==> src/rtl/vpp_measure.sv <==
// vpp_measure: windowed peak-to-peak tracker with power-of-two averaging of window results
module vpp_measure #(
  parameter int N         = 8,
  parameter int WIN_LEN   = 4096,
  parameter int AVG_SHIFT = 2
) (
  input  logic         clk,
  input  logic         rst_n,
  input  logic         measure_enable,
  input  logic [N-1:0] adc_data,
  input  logic         adc_valid,
  output logic [N-1:0] vpp,
  output logic         vpp_valid,
  output logic         busy
);
  localparam int CW = $clog2(WIN_LEN);
  localparam int AW = N + AVG_SHIFT;
  localparam int WW = AVG_SHIFT + 1;
  localparam logic [CW-1:0] LAST_SAMPLE = CW'(WIN_LEN - 1);
  localparam logic [WW-1:0] LAST_WIN = WW'((1 << AVG_SHIFT) - 1);
  typedef enum logic {IDLE, RUN} state_t;
  state_t state, next_state;
  logic [N-1:0] max_r, min_r, snap_max, snap_min, diff, cur_max, cur_min;
  logic [CW-1:0] sample_cnt;
  logic [WW-1:0] win_cnt;
  logic [AW-1:0] acc, acc_sum;
  logic s1_v, s2_v, start, run, take, close, emit;
  // Next state plus control strobes; dropping enable overrides everything in RUN
  always_comb begin
    next_state = measure_enable ? RUN : IDLE;
    start      = (state == IDLE) && measure_enable;
    run        = (state == RUN) && measure_enable;
    take       = run && adc_valid;
    close      = take && (sample_cnt == LAST_SAMPLE);
    emit       = run && s2_v && (win_cnt == LAST_WIN);
    cur_max    = (adc_data > max_r) ? adc_data : max_r;
    cur_min    = (adc_data < min_r) ? adc_data : min_r;
    acc_sum    = acc + AW'(diff);
    busy       = (state == RUN);
  end
  // State register
  always_ff @(posedge clk or negedge rst_n)
    if (!rst_n) state <= IDLE;
    else        state <= next_state;
  // Running extremes; window close reloads in the same edge so no sample is lost
  always_ff @(posedge clk or negedge rst_n)
    if (!rst_n) begin
      max_r      <= '0;
      min_r      <= '1;
      sample_cnt <= '0;
    end else if (start || close) begin
      max_r      <= '0;
      min_r      <= '1;
      sample_cnt <= '0;
    end else if (take) begin
      max_r      <= cur_max;
      min_r      <= cur_min;
      sample_cnt <= sample_cnt + CW'(1);
    end
  // Snapshot (including the closing sample) then difference; valids die on abort
  always_ff @(posedge clk or negedge rst_n)
    if (!rst_n) begin
      s1_v     <= 1'b0;
      s2_v     <= 1'b0;
      snap_max <= '0;
      snap_min <= '0;
      diff     <= '0;
    end else begin
      s1_v <= close;
      s2_v <= run && s1_v;
      if (close) begin
        snap_max <= cur_max;
        snap_min <= cur_min;
      end
      if (s1_v) diff <= snap_max - snap_min;
    end
  // Accumulate window results; the last one of a group is folded in directly
  always_ff @(posedge clk or negedge rst_n)
    if (!rst_n) begin
      acc       <= '0;
      win_cnt   <= '0;
      vpp       <= '0;
      vpp_valid <= 1'b0;
    end else begin
      vpp_valid <= emit;
      if (emit) vpp <= N'(acc_sum >> AVG_SHIFT);
      if (start) begin
        acc     <= '0;
        win_cnt <= '0;
      end else if (run && s2_v) begin
        acc     <= (win_cnt == LAST_WIN) ? '0 : acc_sum;
        win_cnt <= (win_cnt == LAST_WIN) ? '0 : win_cnt + WW'(1);
      end
    end
endmodule

==> config.mk <==
export PLATFORM = sky130hd
export DESIGN_NAME = vpp_measure
export DESIGN_NICKNAME = d
export VERILOG_FILES = /design/src/rtl/vpp_measure.sv
export SDC_FILE = /design/constraint.sdc
export NUM_CORES = 1
export LEC_CHECK = 0
export BUFFER_PORTS_ARGS = -buffer_cell sky130_fd_sc_hd__clkbuf_2
export CAP_MARGIN = 20
export CORE_UTILIZATION = 50
export CTS_CLUSTER_SIZE = 20
export DETAILED_ROUTE_END_ITERATION = 10
export GPL_TIMING_DRIVEN = 0
export PLACE_DENSITY = 0.69
export SLEW_MARGIN = 40
export SYNTH_ARGS = -nofsm -noshare
export SYNTH_HDL_FRONTEND = slang
export SYNTH_SLANG_ARGS = --single-unit
export TNS_END_PERCENT = 30
==> constraint.sdc <==
create_clock -name clk -period 4.7 [get_ports clk]
set_clock_uncertainty 0.15 [all_clocks]
set_input_delay 0.47 -clock clk [delete_from_list [all_inputs] [get_ports clk]]
set_output_delay 0.47 -clock clk [all_outputs]
set_load 0.01 [all_outputs]
==> results of run 1 <==
-- area by class of cell --
type	count	area, µm²
multi-input combinational	316	2250
tap	108	135
clock inverter	6	113
clock buffer	9	124
buffer	14	95.1
timing repair buffer	23	144
sequential	77	1940
fill	799	3700
inverter	46	173
-- state kept, by name, summed over array words and instances (netlist names) --
register	count
diff	8
s1_v	1
vpp_valid	1
snap_max	8
busy	1
max_r	8
vpp	8
win_cnt	3
s2_v	1
acc	10
sample_cnt	12
min_r	8
snap_min	8
-- stage by stage --
stage          utilization  cells  area [µm²]  hold WS, ns  total power (µW)
3_5_place_dp         0.545    583        4730        0.262               867
6_report             0.573    599        4970        0.130              1460
4_1_cts              0.573    599        4970        0.117              1470
5_1_grt              0.573    599        4970        0.120              1520
3_3_place_gp         0.541    582        4690        0.314               859
2_1_floorplan            -    453        4450       0.0244               810
-- final timing paths --
check                                from             end  slack [ns]  depth (start not counted)
max                              max_r[7]        max_r[1]        2.28                          7
min                        measure_enable            busy        0.13                          1
max reg2reg                      max_r[7]        max_r[1]        2.28                          7
min reg2reg                        vpp[2]          vpp[2]        0.33                          2
max in group asynchronous           rst_n  sample_cnt[11]        3.45                          3
min in group asynchronous           rst_n        max_r[7]        0.45                          2
-- timing repair --
| item | in CTS | in global routing |
|---|---|---|
| hold buffers | 1 | 0 |
| endpoints found under the hold margin | 29 | 0 |
| setup endpoints to repair | 0 | 0 |
| resized for setup | 0 | 0 |
-- critical path, cell delays in order, from the launching register on --
cell and delay, ns:
dfrtp_1 0.36, inv_1 0.06, ha_1 0.32, nand4_1 0.20, nor2_1 0.39, nor2_1 0.25
o21ai_2 0.40, o32ai_1 0.16
-- placed cells by master (no fill, tap or decap), types with 3 or more instances in the layout --
| master | count |
|---|---|
| o21ai_0 | 20 |
| clkbuf_2 | 21 |
| xor2_1 | 7 |
| mux2i_1 | 10 |
| buf_2 | 5 |
| or3_1 | 6 |
| o21a_1 | 6 |
| bufinv_16 | 3 |
| nand2_1 | 45 |
| a21boi_0 | 4 |
| o32ai_1 | 8 |
| o211ai_1 | 10 |
| a211o_1 | 8 |
| clkbuf_1 | 3 |
| a22o_1 | 5 |
| a31oi_1 | 4 |
| a21oi_1 | 20 |
| nor2_1 | 19 |
| nor2b_1 | 5 |
| mux2_2 | 6 |
| dfrtp_1 | 69 |
| clkbuf_8 | 10 |
| xnor2_1 | 10 |
| nor3_1 | 3 |
| o21ai_1 | 8 |
| and2_1 | 4 |
| dfstp_2 | 8 |
| and3_1 | 7 |
| inv_1 | 46 |
| nand3_1 | 12 |
| nand4_1 | 16 |
| nand2b_1 | 3 |
| ha_1 | 32 |
-- logic make-up (layout without fill, tap and decap cells) --
logic type	Yosys count	after routing
AND/OR/NAND/NOR	131	131
flip-flops	77	77
AO/OA/AOI/OAI	118	118
multiplexers	16	16
adder cells (fa/ha/maj)	34	34
XOR/XNOR	17	17
buffers and inverters	60	98
-- power by group through the flow --
stage / clock [µW] / sequential (µW) / combinational (µW)
after floorplan: 0 / 704 / 105
after global placement: 0 / 708 / 151
after detailed placement: 0 / 708 / 159
after CTS: 612 / 695 / 160
after global routing: 640 / 698 / 180
final: 602 / 696 / 160
-- per-layer routing --
| metal | global-route usage | wire length [µm] | up-vias | part of all wire |
|---|---|---|---|---|
| met1 | 0.301 | 4520 | 1647 | 0.48 |
| met4 | 0.0662 | 118 | 0 | 0.013 |
| met2 | 0.358 | 4450 | 53 | 0.48 |
| met3 | 0.0368 | 258 | 9 | 0.028 |
| met5 | 0 | 0 | - | 0 |
| li1 | - | - | 1705 | - |
==> reports/qor.yml, run 1 <==
grt_antenna_before_repair: 0
endpoint_kind: "flop"
yosys_warnings: 0
pre_cts_ws_ns: 2.06
core_um2: 8680
max_slew_margin: 0.542
cts.sinks: 77
cap_viol_max_count: 0
final_nets: 533
ir_worst_vdd_v: 0.000210
grt_usage: 0.220
grt_pass1_vias: 3233
yosysMostFrequentCell: "dfrtp_1"
avgViaCountPerCell: 5.70
status: "completed"
rows: 34
setup_slack_ns: 2.28
ant_nets: 0
clockPowerShare: 0.413
grt_pass1_wl_mm: 15.4
grt_max_degree: 41
synth_common_cells: "69 x dfrtp_1, 46 x inv_1, 45 x nand2_1"
synth-xor-area-share: 0.0334
rsz0062_at_grt: "false"
num_vias: 3414
cp-start-kind: "flop"
gp_congestion: 0.842
start_util: 0.513
report.final.hold_viol_count: 0
syn_area_per_cell_um2: 9.83
p_int_uw: 1100
synth_edf_count: 0
synth_top_family_by_area: "compound AO/OA/AOI/OAI gates"
post_cts_buffers: 0
async_flop_share: 1.00
synth_nets: 499
grt_overflow: 0
p_seq_frac: 0.477
synthFlopType: "dfrtp_1"
dpl.hpwl_mm: 6.87
switching_share: 0.248
numCtsBuffers: 9
clk_pin_slew_ns: 0.08
syn_inst: 453
netlist.area_leader.share: 0.388
worstPathRequired_ns: 4.77
yosys.area_share.simple: 0.148
power_density_nw_per_um2: 293
yosysTopAreaCell: "dfrtp_1"
die-area_um2: 9290
synth_mux_area_frac: 0.0377
die_w_um: 96.4
routed_wl_mm: 9.35
power.switching_uw: 361
post-route-period-util: 0.516
path_class: "reg -> reg"
n_antenna_cell: 0
wl_per_cell_um: 15.6
worstSkewPairLatency_ns: 0.35
max_freq_mhz: 413
remaining_drc_errors: 0
min_period_ns: 2.42
syn2layout_area_growth_pct: 11.7
tritoncts: "done"
dr.pass1.iters: 4
final.setup.tns_ns: 0
numPortBuffers: 21
htreeDepth: 3
maxSlewViolCount: 0
cts_buffer_depth: 2
drive_above_1_share: 0.149
drtIter0Drc: 163
p_comb_frac: 0.109
p_leak_uw: 0.00241
seq_area_frac_synth: 0.435
synth_area_leaders: "dfrtp_1 39%, ha_1 9.0%, dfstp_2 4.7%"
io_pins: 22
synth-adder-area-share: 0.0989
cp_max_fo: 9
critical_path_arrival_ns: 2.49
hp-class: "in -> reg"
ys_types: 62
fp.dieH_um: 96.4
syn_area_um2: 4450
finalSetupViolations: 0
synth.ff_latch_count: 77
tightest_slew_ns: 0.683
clock-root-buffer: "clkbuf_8"
synth_compound_area_frac: 0.187
No activity file was read; power rests on OpenSTA's default activity.
==> run 2, diff against run 1 <==
Settings changed: PLACE_DENSITY 0.69 to 0.72.
Clock period 4.7 ns to 2.1 ns, I/O delays scaled along.
==> reports/qor.yml, run 2 (synthesis results as in run 1) <==
critical-path-top-delay-family: "compound AO/OA/AOI/OAI gates"
drive_above_1_share: 0.245  # +0.0964
cts_buffer_depth: 2  # unchanged
endpoint_kind: "flop"
holdCritStartpoint: "adc_data[0]"
numCtsBuffers: 9  # unchanged
num_vias: 3574  # +4.7%
fp.dieH_um: 96.4  # unchanged
rr_worst_depth: 8  # +1
start_util: 0.513  # unchanged
drtIter0Drc: 135  # -17%
largest_reg_flops: 12  # unchanged
rows: 34  # unchanged
timing.rr.start: "diff[0]"
worstPathRequired_ns: 2.21  # -2.56 ns
hold_end: "min_r[0]"
path_buf_inv: 1  # unchanged
final_common_cell: "dfrtp_1"
rsz0062_at_grt: "true"
die_w_um: 96.4  # unchanged
cp-start-kind: "flop"
clk_pin_slew_ns: 0.08  # about the same
grt_max_degree: 42  # +2.4%
n_antenna_cell: 0  # unchanged
io_pins: 22  # unchanged
layout_common_cells: "69 x dfrtp_1, 45 x nand2_1, 41 x inv_1, 23 x ha_1"
tightest_slew_ns: 0.634  # -0.0490 ns
cp_max_fo: 2  # -7
dr.pass1.iters: 4  # unchanged
r2r-end: "vpp[4]"
core_um2: 8680  # unchanged
grt_pass1_vias: 3391  # +4.9%
power_density_nw_per_um2: 628  # +110%
cap_viol_max_count: 0  # unchanged
tritoncts: "done"
worstSkewPairLatency_ns: 0.36  # about the same
maxSlewViolCount: 0  # unchanged
clock-root-buffer: "clkbuf_8"
hp-class: "in -> reg"
max_freq_mhz: 445  # +8.0%
pre_cts_ws_ns: -0.274  # -2.33 ns
grt_overflow: 0  # unchanged
regArea_um2: 1940  # unchanged
slowest_stage: "dfrtp_1"
placed_cells_incl_taps: 583  # unchanged
setup_slack_ns: -0.146  # -2.42 ns
htreeDepth: 3  # unchanged
syn2layout_area_growth_pct: 21.0
multi_input_area_um2: 2510  # +12%
failed_checks: "negative setup slack"
grt_usage: 0.229  # +0.00919
final_nets: 548  # +2.8%
top_register: "sample_cnt"
routed_wl_mm: 10.1  # +7.7%
dpl.hpwl_mm: 6.84  # -0.42%
status: "complete, but fails checks"
final_design_area_no_fill_um2: 5390  # +8.3%
ir_worst_vdd_v: 0.000280  # +33%
grt_antenna_before_repair: 0  # unchanged
max_slew_margin: 0.576  # +0.0339
wl_per_cell_um: 16.4  # +5.1%
slowest_delay_ns: 0.39  # about the same
largestRegisters: "sample_cnt (12), acc (10)"
critical_path_arrival_ns: 2.35  # -0.14 ns
grt_pass1_wl_mm: 15.9  # +2.8%
die-area_um2: 9290  # unchanged
layoutNonFillerInstCount: 614  # +2.5%
ant_nets: 0  # unchanged
numPortBuffers: 21  # unchanged
report.final.hold_viol_count: 0  # unchanged
path_class: "reg -> reg"
p_leak_uw: 0.00249  # +3.4%
avgViaCountPerCell: 5.82  # +2.1%
post-route-period-util: 1.07  # +0.554
r2r_setup_slack_ns: -0.15  # -2.42 ns
fill_cells: 720  # -9.9%
min_period_ns: 2.25  # -0.179 ns
crit_chain: "ha_2 > inv_2 > fa_2 > nor2b_2 > o31a_1 > o21a_1 > or3_1 > a31o_2"
gp_congestion: 0.846  # +0.50%
holdPathStages: 2  # +1
finalSetupViolations: 18  # +18
finish.utilization: 0.621  # +0.0476
cts.sinks: 77  # unchanged
remaining_drc_errors: 0  # unchanged
postPlaceCellArea_um2: 4740  # +0.26%
## run 2: through the flow
stage / hold slack (ns) / TNS (ns) / total power (µW)
final: 0.0377 / -0.931 / 3390
after CTS: 0.0159 / -1.74 / 3350
after floorplan: -0.236 / -0.233 / 1810
after detailed placement: -0.000812 / -5.81 / 1940
after global placement: 0.234 / -8.32 / 1920
after global routing: 0.0386 / -3.29 / 3520
## run 2: cell type report
| cell class | count | area share |
|---|---|---|
| clock inverters | 6 | 0.0207 |
| multi-input cells | 316 | 0.467 |
| clock buffers | 9 | 0.0230 |
| well taps | 108 | 0.0251 |
| plain buffers | 12 | 0.0163 |
| inverters | 46 | 0.0321 |
| repair buffers | 40 | 0.0564 |
| flip-flops and latches | 77 | 0.360 |
## run 2: worst register-to-register path, stage by stage (launching register included)
cell and delay [ns]:
dfrtp_1 0.39, ha_2 0.20, inv_2 0.05, fa_2 0.22
nor2b_2 0.06, o31a_1 0.32, o21a_1 0.18, or3_1 0.33
a31o_2 0.25
## run 2: power breakdown
group | switching (µW) | internal [µW]
registers | 31.0 | 1530
clock network | 573 | 785
logic | 262 | 205
## run 2: how the worst max path moves through the flow
stage | start | end | depth (start not counted)
final | diff[0] | vpp[4] | 8
after global routing | diff[0] | vpp[4] | 8
after CTS | min_r[2] | min_r[6] | 9
after detailed placement | max_r[7] | max_r[6] | 7
after global placement | max_r[7] | max_r[5] | 6
after floorplan | diff[0] | acc[6] | 8
## run 2: repair_timing
action,CTS,global route
setup endpoints to repair,48,47
gates resized for setup,26,31
hold buffers,3,0
setup buffers,8,6
endpoints found under the hold margin,79,0
pin swaps,10,16
gates cloned,1,0
## run 2: per-layer routing
metal  up-vias  share of wire  GRT usage
met1      1748           0.44      0.289
met4         0          0.020     0.0968
met5         -              0          0
met2        71           0.50      0.388
met3        19          0.038     0.0399
li1       1736              -          -
